## src/rtl/pass_scheduler.sv

```systemverilog
// pass_scheduler: walks a layer as nested tile loops (oc outer, row middle,
// ic inner) and issues one pass per tile, waiting for pass_done_i between
// passes. Optional build macro PASS_SCHED_PERF_EN adds pass/busy-cycle
// performance counters.
//
// state   | meaning
// IDLE    | waiting for layer_start_i
// ISSUE   | pass_start_o pulse for the current tile
// WAIT    | pass in flight, waiting for pass_done_i
// ADVANCE | step to the next tile, or finish after the last one
// DONE    | layer_done_o pulse, then back to IDLE
module pass_scheduler #(
  parameter int IDX_W = 8,
  parameter int CNT_W = 32
) (
  input  logic             clk,
  input  logic             rst,
  input  logic             layer_start_i,
  input  logic [IDX_W-1:0] cfg_num_oc_tile_i,
  input  logic [IDX_W-1:0] cfg_num_row_tile_i,
  input  logic [IDX_W-1:0] cfg_num_ic_tile_i,
  input  logic             pass_done_i,
  output logic             pass_start_o,
  output logic [IDX_W-1:0] oc_idx_o,
  output logic [IDX_W-1:0] row_idx_o,
  output logic [IDX_W-1:0] ic_idx_o,
  output logic             first_ic_o,
  output logic             last_ic_o,
  output logic             busy_o,
  output logic             layer_done_o
`ifdef PASS_SCHED_PERF_EN
  ,
  output logic [CNT_W-1:0] perf_pass_cnt_o,
  output logic [CNT_W-1:0] perf_cycle_cnt_o
`endif
);

  typedef enum logic [2:0] {
    IDLE,
    ISSUE,
    WAIT,
    ADVANCE,
    DONE
  } state_t;

  localparam logic [IDX_W-1:0] IDX_ONE = IDX_W'(1);

  state_t           state_q, state_d;
  logic [IDX_W-1:0] num_oc_q, num_row_q, num_ic_q;
  logic [IDX_W-1:0] oc_q, row_q, ic_q;
  logic             cfg_zero, empty, ic_last, row_last, oc_last, last_tile;
  logic             start_ok;

  assign cfg_zero  = (cfg_num_oc_tile_i == '0) || (cfg_num_row_tile_i == '0) ||
                     (cfg_num_ic_tile_i == '0);
  assign empty     = (num_oc_q == '0) || (num_row_q == '0) || (num_ic_q == '0);
  assign ic_last   = (ic_q  == num_ic_q  - IDX_ONE);
  assign row_last  = (row_q == num_row_q - IDX_ONE);
  assign oc_last   = (oc_q  == num_oc_q  - IDX_ONE);
  assign last_tile = oc_last && row_last && ic_last;
  assign start_ok  = (state_q == IDLE) && layer_start_i;

  assign oc_idx_o  = oc_q;
  assign row_idx_o = row_q;
  assign ic_idx_o  = ic_q;

  // State register.
  always_ff @(posedge clk or posedge rst) begin
    if (rst) state_q <= IDLE;
    else     state_q <= state_d;
  end

  // Next-state and pulse/flag outputs. An empty sweep goes through ADVANCE
  // so layer_done lands two cycles after the start, like any sweep end.
  always_comb begin
    state_d      = state_q;
    pass_start_o = 1'b0;
    layer_done_o = 1'b0;
    busy_o       = (state_q != IDLE);
    first_ic_o   = 1'b0;
    last_ic_o    = 1'b0;
    case (state_q)
      IDLE: begin
        if (layer_start_i) state_d = cfg_zero ? ADVANCE : ISSUE;
      end
      ISSUE: begin
        pass_start_o = 1'b1;
        first_ic_o   = (ic_q == '0);
        last_ic_o    = ic_last;
        state_d      = WAIT;
      end
      WAIT: begin
        first_ic_o = (ic_q == '0);
        last_ic_o  = ic_last;
        if (pass_done_i) state_d = ADVANCE;
      end
      ADVANCE: begin
        first_ic_o = !empty && (ic_q == '0);
        last_ic_o  = !empty && ic_last;
        state_d    = (empty || last_tile) ? DONE : ISSUE;
      end
      DONE: begin
        layer_done_o = 1'b1;
        state_d      = IDLE;
      end
      default: state_d = IDLE;
    endcase
  end

  // Latch tile counts at sweep start and step indices ic -> row -> oc.
  always_ff @(posedge clk or posedge rst) begin
    if (rst) begin
      num_oc_q  <= '0;
      num_row_q <= '0;
      num_ic_q  <= '0;
      oc_q      <= '0;
      row_q     <= '0;
      ic_q      <= '0;
    end else if (start_ok) begin
      num_oc_q  <= cfg_num_oc_tile_i;
      num_row_q <= cfg_num_row_tile_i;
      num_ic_q  <= cfg_num_ic_tile_i;
      oc_q      <= '0;
      row_q     <= '0;
      ic_q      <= '0;
    end else if (state_q == ADVANCE && !empty && !last_tile) begin
      if (!ic_last) begin
        ic_q <= ic_q + IDX_ONE;
      end else begin
        ic_q <= '0;
        if (!row_last) begin
          row_q <= row_q + IDX_ONE;
        end else begin
          row_q <= '0;
          oc_q  <= oc_q + IDX_ONE;
        end
      end
    end
  end

`ifdef PASS_SCHED_PERF_EN
  localparam logic [CNT_W-1:0] CNT_ONE = CNT_W'(1);

  // Saturating pass and busy-cycle counters, cleared when a sweep starts.
  always_ff @(posedge clk or posedge rst) begin
    if (rst) begin
      perf_pass_cnt_o  <= '0;
      perf_cycle_cnt_o <= '0;
    end else if (start_ok) begin
      perf_pass_cnt_o  <= '0;
      perf_cycle_cnt_o <= '0;
    end else begin
      if (state_q == ISSUE && perf_pass_cnt_o != '1)
        perf_pass_cnt_o <= perf_pass_cnt_o + CNT_ONE;
      if (state_q != IDLE && perf_cycle_cnt_o != '1)
        perf_cycle_cnt_o <= perf_cycle_cnt_o + CNT_ONE;
    end
  end
`endif

endmodule

```

## config.mk

```make
export PLATFORM = sky130hd
export DESIGN_NAME = pass_scheduler
export DESIGN_NICKNAME = d
export VERILOG_FILES = /design/src/rtl/pass_scheduler.sv
export SDC_FILE = /design/constraint.sdc
export NUM_CORES = 1
export LEC_CHECK = 0
export BUFFER_PORTS_ARGS = -buffer_cell sky130_fd_sc_hd__buf_2
export CORE_MARGIN = 3
export CORE_UTILIZATION = 29
export CTS_CLUSTER_DIAMETER = 30
export DETAILED_ROUTE_END_ITERATION = 8
export HOLD_SLACK_MARGIN = 0.03
export PLACE_DENSITY = 0.52
export SLEW_MARGIN = 20
export SYNTH_ARGS = -nofsm -noshare
export SYNTH_HDL_FRONTEND = slang
export SYNTH_SLANG_ARGS = --single-unit
```

## constraint.sdc

```tcl
create_clock -name clk -period 3.4 [get_ports clk]
set_clock_uncertainty 0.1 [all_clocks]
set_input_delay 0 -clock clk [delete_from_list [all_inputs] [get_ports clk]]
set_output_delay 0 -clock clk [all_outputs]
set_load 0.02 [all_outputs]
```

==> results of run 1 <==
## stage by stage
stage                     total power (W)  utilization (%)  instances
final                             0.00307             37.8        613
after global routing              0.00334             37.8        613
after CTS                         0.00309             37.8        612
after detailed placement          0.00255             34.0        577
after global placement            0.00252             34.0        577
after floorplan                   0.00215                -        390
## critical path, delay by kind of cell, from the launching register on
| family | cells | cell delay, ns |
|---|---|---|
| AND/OR/NAND/NOR | 3 | 1.04 |
| AO/OA/AOI/OAI | 4 | 1.03 |
| flip-flops | 1 | 0.42 |
| adder cells (fa/ha/maj) | 1 | 0.29 |
| buffers and inverters | 2 | 0.28 |
## power by group
group | total [W] | internal [W] | switching [W]
combinational | 0.00147 | 0.000634 | 0.000837
clock | 0.000497 | 0.000272 | 0.000225
sequential | 0.00110 | 0.000805 | 0.000296
total | 0.00307 | 0.00171 | 0.00136
## worst paths after layout
path,from,endpoint,depth (start not counted)
max,num_ic_q[0],oc_idx_o[5],10
min,rst,oc_idx_o[3],3
max reg2reg,num_ic_q[0],oc_idx_o[5],10
min reg2reg,num_row_q[7],num_row_q[7],2
max in group asynchronous,rst,num_row_q[0],4
min in group clk,cfg_num_oc_tile_i[3],num_oc_q[3],4
## layer usage
| metal | up-vias | wire, um | track usage [%] |
|---|---|---|---|
| met3 | 4 | 396 | 2.37 |
| li1 | 1556 | - | - |
| met5 | - | 0 | 0 |
| met4 | 0 | 77 | 3.21 |
| met1 | 1505 | 4290 | 19.6 |
| met2 | 76 | 4360 | 25.5 |
## layout make-up
class                      count  share of cell area (%)
clock buffer                   5                    3.02
sequential                    51                    30.8
inverter                      17                    1.54
multi-input combinational    306                    45.1
timing repair buffer          91                    14.8
clock inverter                 3                   0.484
tap                          140                    4.23
## flip-flops by register name (all words and copies together) (netlist names)
name       cells
num_row_q      8
state_q        3
ic_idx_o       8
num_oc_q       8
num_ic_q       8
row_idx_o      8
oc_idx_o       8
## kinds of logic (layout without fill, tap and decap cells)
logic type      Yosys count  in the layout
xor+xnor                 30             30
mux                       4              4
simple gates            185            185
flops                    51             51
compound gates           77             77
buf+inv                  33            116
fa+ha+maj                10             10
## layout by cell type (no fill, tap or decap), drive strengths merged, types with 3 or more instances in the layout
cell type and count:
o31ai 3, nor4 9, nor4b 3, or3 10
ha 10, a21oi 20, xnor2 17, and2 6
nand2b 3, xor2 13, nand3 26, mux2i 4
a2111oi 3, inv 17, dlygate4sd3 27, nor3 10
or4 3, o21ai 25, dfrtp 51, nand2 77
clkbuf 5, a31o 3, nand4 6, a31oi 5
nor2 15, and3 5, buf 64, nor2b 3
## repair_timing
item | in CTS | in global routing
hold buffers | 27 | 0
gates resized for setup | 0 | 1
hold endpoints to repair | 60 | 0
setup buffers | 0 | 1
setup endpoints to repair | 0 | 2
==> results.py, run 1 <==
metrics = {
    "die": {
        "num_io_pins": 57,
        "initial_core_util_pct": 29.9,
        "die_y_um": 112,
        "die_area_sq_um": 12600,
        "core_sq_um": 10900,
        "die_x_um": 112,
        "num_rows": 38,
    },
    "synthesis": {
        "ys_seq_elements": 51,
        "yosysWarnings": 0,
        "synth-edff-count": 0,
        "ys_seq_area_share_pct": 39.0,
        "synth_cells": 390,
        "synth_common_cells": "77 x nand2_1, 51 x dfrtp_1, 26 x nand3_1",
        "syn-cell-area_sq_um": 3270,
        "yosys.area_share.simple_pct": 28.7,
        "synth-xor-area-share_pct": 8.04,
        "synth_top_flop_cell": "dfrtp_1",
        "synth_compound_area_share_pct": 15.3,
        "synth_area_per_cell_sq_um": 8.38,
        "synth.top_cell.area_share_pct": 39.0,
        "yosysMostFrequentCell": "nand2_1",
        "synth_top_family_by_area": "simple AND/OR/NAND/NOR gates",
        "synth.area.top_cells": "dfrtp_1 39%, nand2_1 8.8%, xnor2_1 4.6%",
        "synthArstFlopShare_pct": 100,
        "synth_fp_nets": 428,
        "synthMuxAreaShare_pct": 1.22,
        "synth.largest_area_cell": "dfrtp_1",
        "ys_types": 54,
        "synthAdderAreaFrac_pct": 3.83,
    },
    "cts": {
        "cts.clk_slew.worst_paths_ns": 0.07,
        "cts_tree": "built",
        "cts_htree_levels": 2,
        "cts-buffers-inserted": 5,
        "max-clock-path-buffers": 2,
        "clk_latency_ns": 0.29,
        "cts.sinks": 51,
        "clockRootBuffer": "clkbuf_16",
    },
    "drt": {
        "dr.pass1.iters": 4,
        "drtIter0Drc": 212,
        "drc": 0,
        "vias_per_cell": 5.12,
        "wirelength_um": 9130,
        "ant_nets": 0,
        "wl_per_cell_um": 14.9,
        "via_count": 3141,
    },
    "power": {
        "p_leak_nw": 1.93,
        "peakVddDrop_uv": 304,
        "power_density_nw_per_um2": 741,
    },
    "outcome": {
        "outcome": "complete, no violations",
    },
    "sta": {
        "finalCriticalPeriod_ns": 3.24,
        "grt_setup_unrepaired": "no",
        "finalSetupTns_ns": 0,
        "worst_slack_ns": 0.164,
        "hold_viol": 0,
        "tightestPinTransition_ns": 0.752,
        "fin_crit_sh_pct": 95.2,
        "clock.fmax_mhz": 309,
        "drv_slew": 0,
        "setup_viol": 0,
        "whs_ns": 0.287,
        "slew_headroom_pct": 49.8,
    },
    "worst_setup_path": {
        "endpoint_kind": "register",
        "cp.arrival_ns": 3.35,
        "r2r_slack_ns": 0.16,
        "cpMaxStageDelayCell": "or4_1",
        "cp_slowest_stage_delay_ns": 0.55,
        "start_kind": "register",
        "cp.required_ns": 3.51,
        "critPathMaxFanout": 15,
        "worstSetupPathType": "register to register",
        "crit_chain": "inv_1 > ha_1 > o21ba_1 > a221o_1 > a222oi_1 > buf_4 > and4_4 > nand4b_4 > or4_1 > a21oi_1",
    },
    "global_routing": {
        "grt_usage_pct": 14.8,
        "grt_max_degree": 36,
        "antenna_found_initial": 0,
        "grt_pass1_wl_um": 15300,
        "grt.overflow.total": 0,
        "grt_pass1_vias": 3075,
    },
    "final_layout": {
        "regArea_sq_um": 1280,
        "drive_gt1_share_pct": 17.1,
        "fillCellCount": 1138,
        "syn_to_final_growth_pct": 26.6,
        "fin_area_sq_um": 4140,
        "antenna_cells": 0,
        "nets": 510,
        "multi_input_area_sq_um": 1870,
    },
    "place": {
        "dp_hpwl_um": 6700,
        "placed_area_sq_um": 3710,
        "pre_cts_ws_ns": 0.232,
        "place.gp.congestion": 0.841,
        "portBuffers": 56,
    },
    "flow_run": {
        "drv_cap": 0,
    },
    "hold_path": {
        "hold_class": "primary input to asynchronous set/reset pin",
    },
}
Note: power is estimated with default switching activity, not from simulation.
==> inputs of run 2 (changes only) <==
--- a/config.mk
+++ b/config.mk
@@ -12,6 +12,7 @@
 export DETAILED_ROUTE_END_ITERATION = 8
 export HOLD_SLACK_MARGIN = 0.03
 export PLACE_DENSITY = 0.52
+export RECOVER_POWER = 25
 export SLEW_MARGIN = 20
 export SYNTH_ARGS = -nofsm -noshare
 export SYNTH_HDL_FRONTEND = slang
==> run 2 against run 1 <==
  * Register-to-register slack is essentially flat
  * Wire length increased by 0.46%
  * Non-clock buffer count unchanged
  * Via count rose by 0.57%
  * Highest routed layer unchanged
  * Total power fell by 0.11%
  * Sequential power barely moved
  * Largest power group unchanged
  * Global-route usage did not move
  * Largest cell class unchanged
  * Sequential share of layout area up 0.17 points
  * Design area fell by 0.54%
  * Final cell count unchanged
==> results.py, run 2 (synthesis gave the netlist of run 1 again) <==
metrics = {
    "die": {
        "core_sq_um": 10900,
        "num_io_pins": 57,
        "die_y_um": 112,
        "num_rows": 38,
        "die_x_um": 112,
        "initial_core_util_pct": 29.9,
        "die_area_sq_um": 12600,
    },
    "worst_setup_path": {
        "cp.arrival_ns": 3.34,
        "crit_family": "simple AND/OR/NAND/NOR gates",
        "cp.depth": 10,
        "cp_slowest_stage_delay_ns": 0.56,
        "worstSetupPathType": "register to register",
        "cp_num_buf_inv": 2,
        "worst_r2r_endpoint": "oc_idx_o[5]",
        "start_kind": "register",
        "critPathMaxFanout": 15,
        "cpMaxStageDelayCell": "or4_1",
        "r2r_start": "num_ic_q[0]",
        "cp-endpoint": "oc_idx_o[5]",
        "crit_chain": "inv_1 > ha_1 > o21ba_1 > a221o_1 > a222oi_1 > buf_4 > and4_4 > nand4b_4 > or4_1 > a21oi_1",
        "endpoint_kind": "register",
        "r2r_slack_ns": 0.17,
        "cp.required_ns": 3.51,
        "ff2ff_path_depth": 10,
        "setup.worst_path.start": "num_ic_q[0]",
    },
    "final_layout": {
        "nets": 510,
        "final_common_cell": "nand2_1",
        "post-route-util_pct": 37.6,
        "drive_gt1_share_pct": 13.1,
        "fillCellCount": 1146,
        "mostFrequentLayoutCells": "77 x nand2_1, 51 x dfrtp_1, 38 x buf_2",
        "syn_to_final_growth_pct": 25.9,
        "antenna_cells": 0,
        "instances_no_fill": 613,
    },
    "global_routing": {
        "grt.overflow.total": 0,
        "antenna_found_initial": 0,
        "grt_pass1_wl_um": 15300,
        "grt_usage_pct": 14.8,
        "grt_pass1_vias": 3075,
        "grt_max_degree": 36,
    },
    "drt": {
        "via_count": 3159,
        "ant_nets": 0,
        "drtIter0Drc": 224,
        "vias_per_cell": 5.15,
        "wirelength_um": 9170,
        "wl_per_cell_um": 15.0,
        "drc": 0,
        "dr.pass1.iters": 4,
    },
    "power": {
        "peakVddDrop_uv": 305,
        "power_density_nw_per_um2": 745,
        "p_sw_w": 0.00136,
        "combPwrFrac_pct": 47.8,
        "p_total_w": 0.00307,
        "p_leak_nw": 1.86,
        "internal_power_w": 0.00170,
        "pwr-share-seq_pct": 36.0,
        "switching_share_pct": 44.5,
        "clockPowerShare_pct": 16.2,
    },
    "place": {
        "place.gp.congestion": 0.841,
        "portBuffers": 56,
        "dp.cells": 577,
        "dp_hpwl_um": 6700,
    },
    "cts": {
        "clockRootBuffer": "clkbuf_16",
        "max-clock-path-buffers": 2,
        "cts_htree_levels": 2,
        "cts.sinks": 51,
        "cts-buffers-inserted": 5,
        "clk_latency_ns": 0.29,
        "cts.clk_slew.worst_paths_ns": 0.07,
        "cts_tree": "built",
    },
    "sta": {
        "finalCriticalPeriod_ns": 3.23,
        "fin_crit_sh_pct": 94.9,
        "whs_ns": 0.355,
        "setup_viol": 0,
        "finalSetupTns_ns": 0,
        "slew_headroom_pct": 9.43,
        "hold_viol": 0,
        "tightestPinTransition_ns": 1.36,
        "grt_setup_unrepaired": "no",
        "clock.fmax_mhz": 310,
        "drv_slew": 0,
    },
    "hold_path": {
        "hold_class": "primary input to register",
        "hold_depth": 4,
    },
    "outcome": {
        "outcome": "complete, no violations",
    },
    "flow_run": {
        "drv_cap": 0,
    },
}
-- run 2: worst min-delay path by stage --
stage,endpoint,start,slack [ns]
final,num_oc_q[3],cfg_num_oc_tile_i[3],0.35
after global routing,num_oc_q[3],cfg_num_oc_tile_i[3],0.37
after CTS,num_ic_q[7],rst,0.32
after detailed placement,num_ic_q[4],rst,0.1
after global placement,num_ic_q[4],rst,0.09
after floorplan,num_ic_q[2],cfg_num_ic_tile_i[2],0.005
-- run 2: power by group through the flow --
stage                     combinational, W  sequential, W  clock [W]
after floorplan                    0.00107        0.00108          0
after global placement             0.00141        0.00111          0
after detailed placement           0.00144        0.00111          0
after CTS                          0.00147        0.00110   0.000518
after global routing               0.00165        0.00115   0.000537
final                              0.00146        0.00110   0.000497
-- run 2: per-layer routing --
metal / track usage [%] / wire, um / vias up
met3: 2.37 / 415 / 8
met4: 3.21 / 84 / 0
li1: - / - / 1549
met2: 25.5 / 4410 / 73
met1: 19.6 / 4260 / 1529
met5: 0 / 0 / -
-- run 2: per-stage QoR --
stage / worst slack [ns] / cell area, sq um
floorplan: 0.300 / 3270
global placement: 0.298 / 3710
detailed placement: 0.232 / 3710
CTS: 0.182 / 4130
global route: 0.0255 / 4120
finish: 0.172 / 4120
-- run 2: timing repair --
item	in CTS	in global routing
setup buffers	0	1
endpoints found under the hold margin	60	0
hold buffers	27	0
resized for setup	0	1
setup endpoints to repair	0	2
-- run 2: final cells by class --
type | instances | area, sq um | area share [%]
Tap cell | 140 | 175 | 4.26
Multi-Input combinational cell | 306 | 1870 | 45.4
Clock inverter | 3 | 20.0 | 0.486
Inverter | 17 | 63.8 | 1.55
Timing Repair Buffer | 91 | 588 | 14.3
Sequential cell | 51 | 1280 | 31.0
Clock buffer | 5 | 125 | 3.04
-- run 2: tightest hold or removal path: stages --
cell and delay [ns]:
dlygate4sd3_1 0.51, buf_2 0.10, nand2_1 0.05, nand2_1 0.05
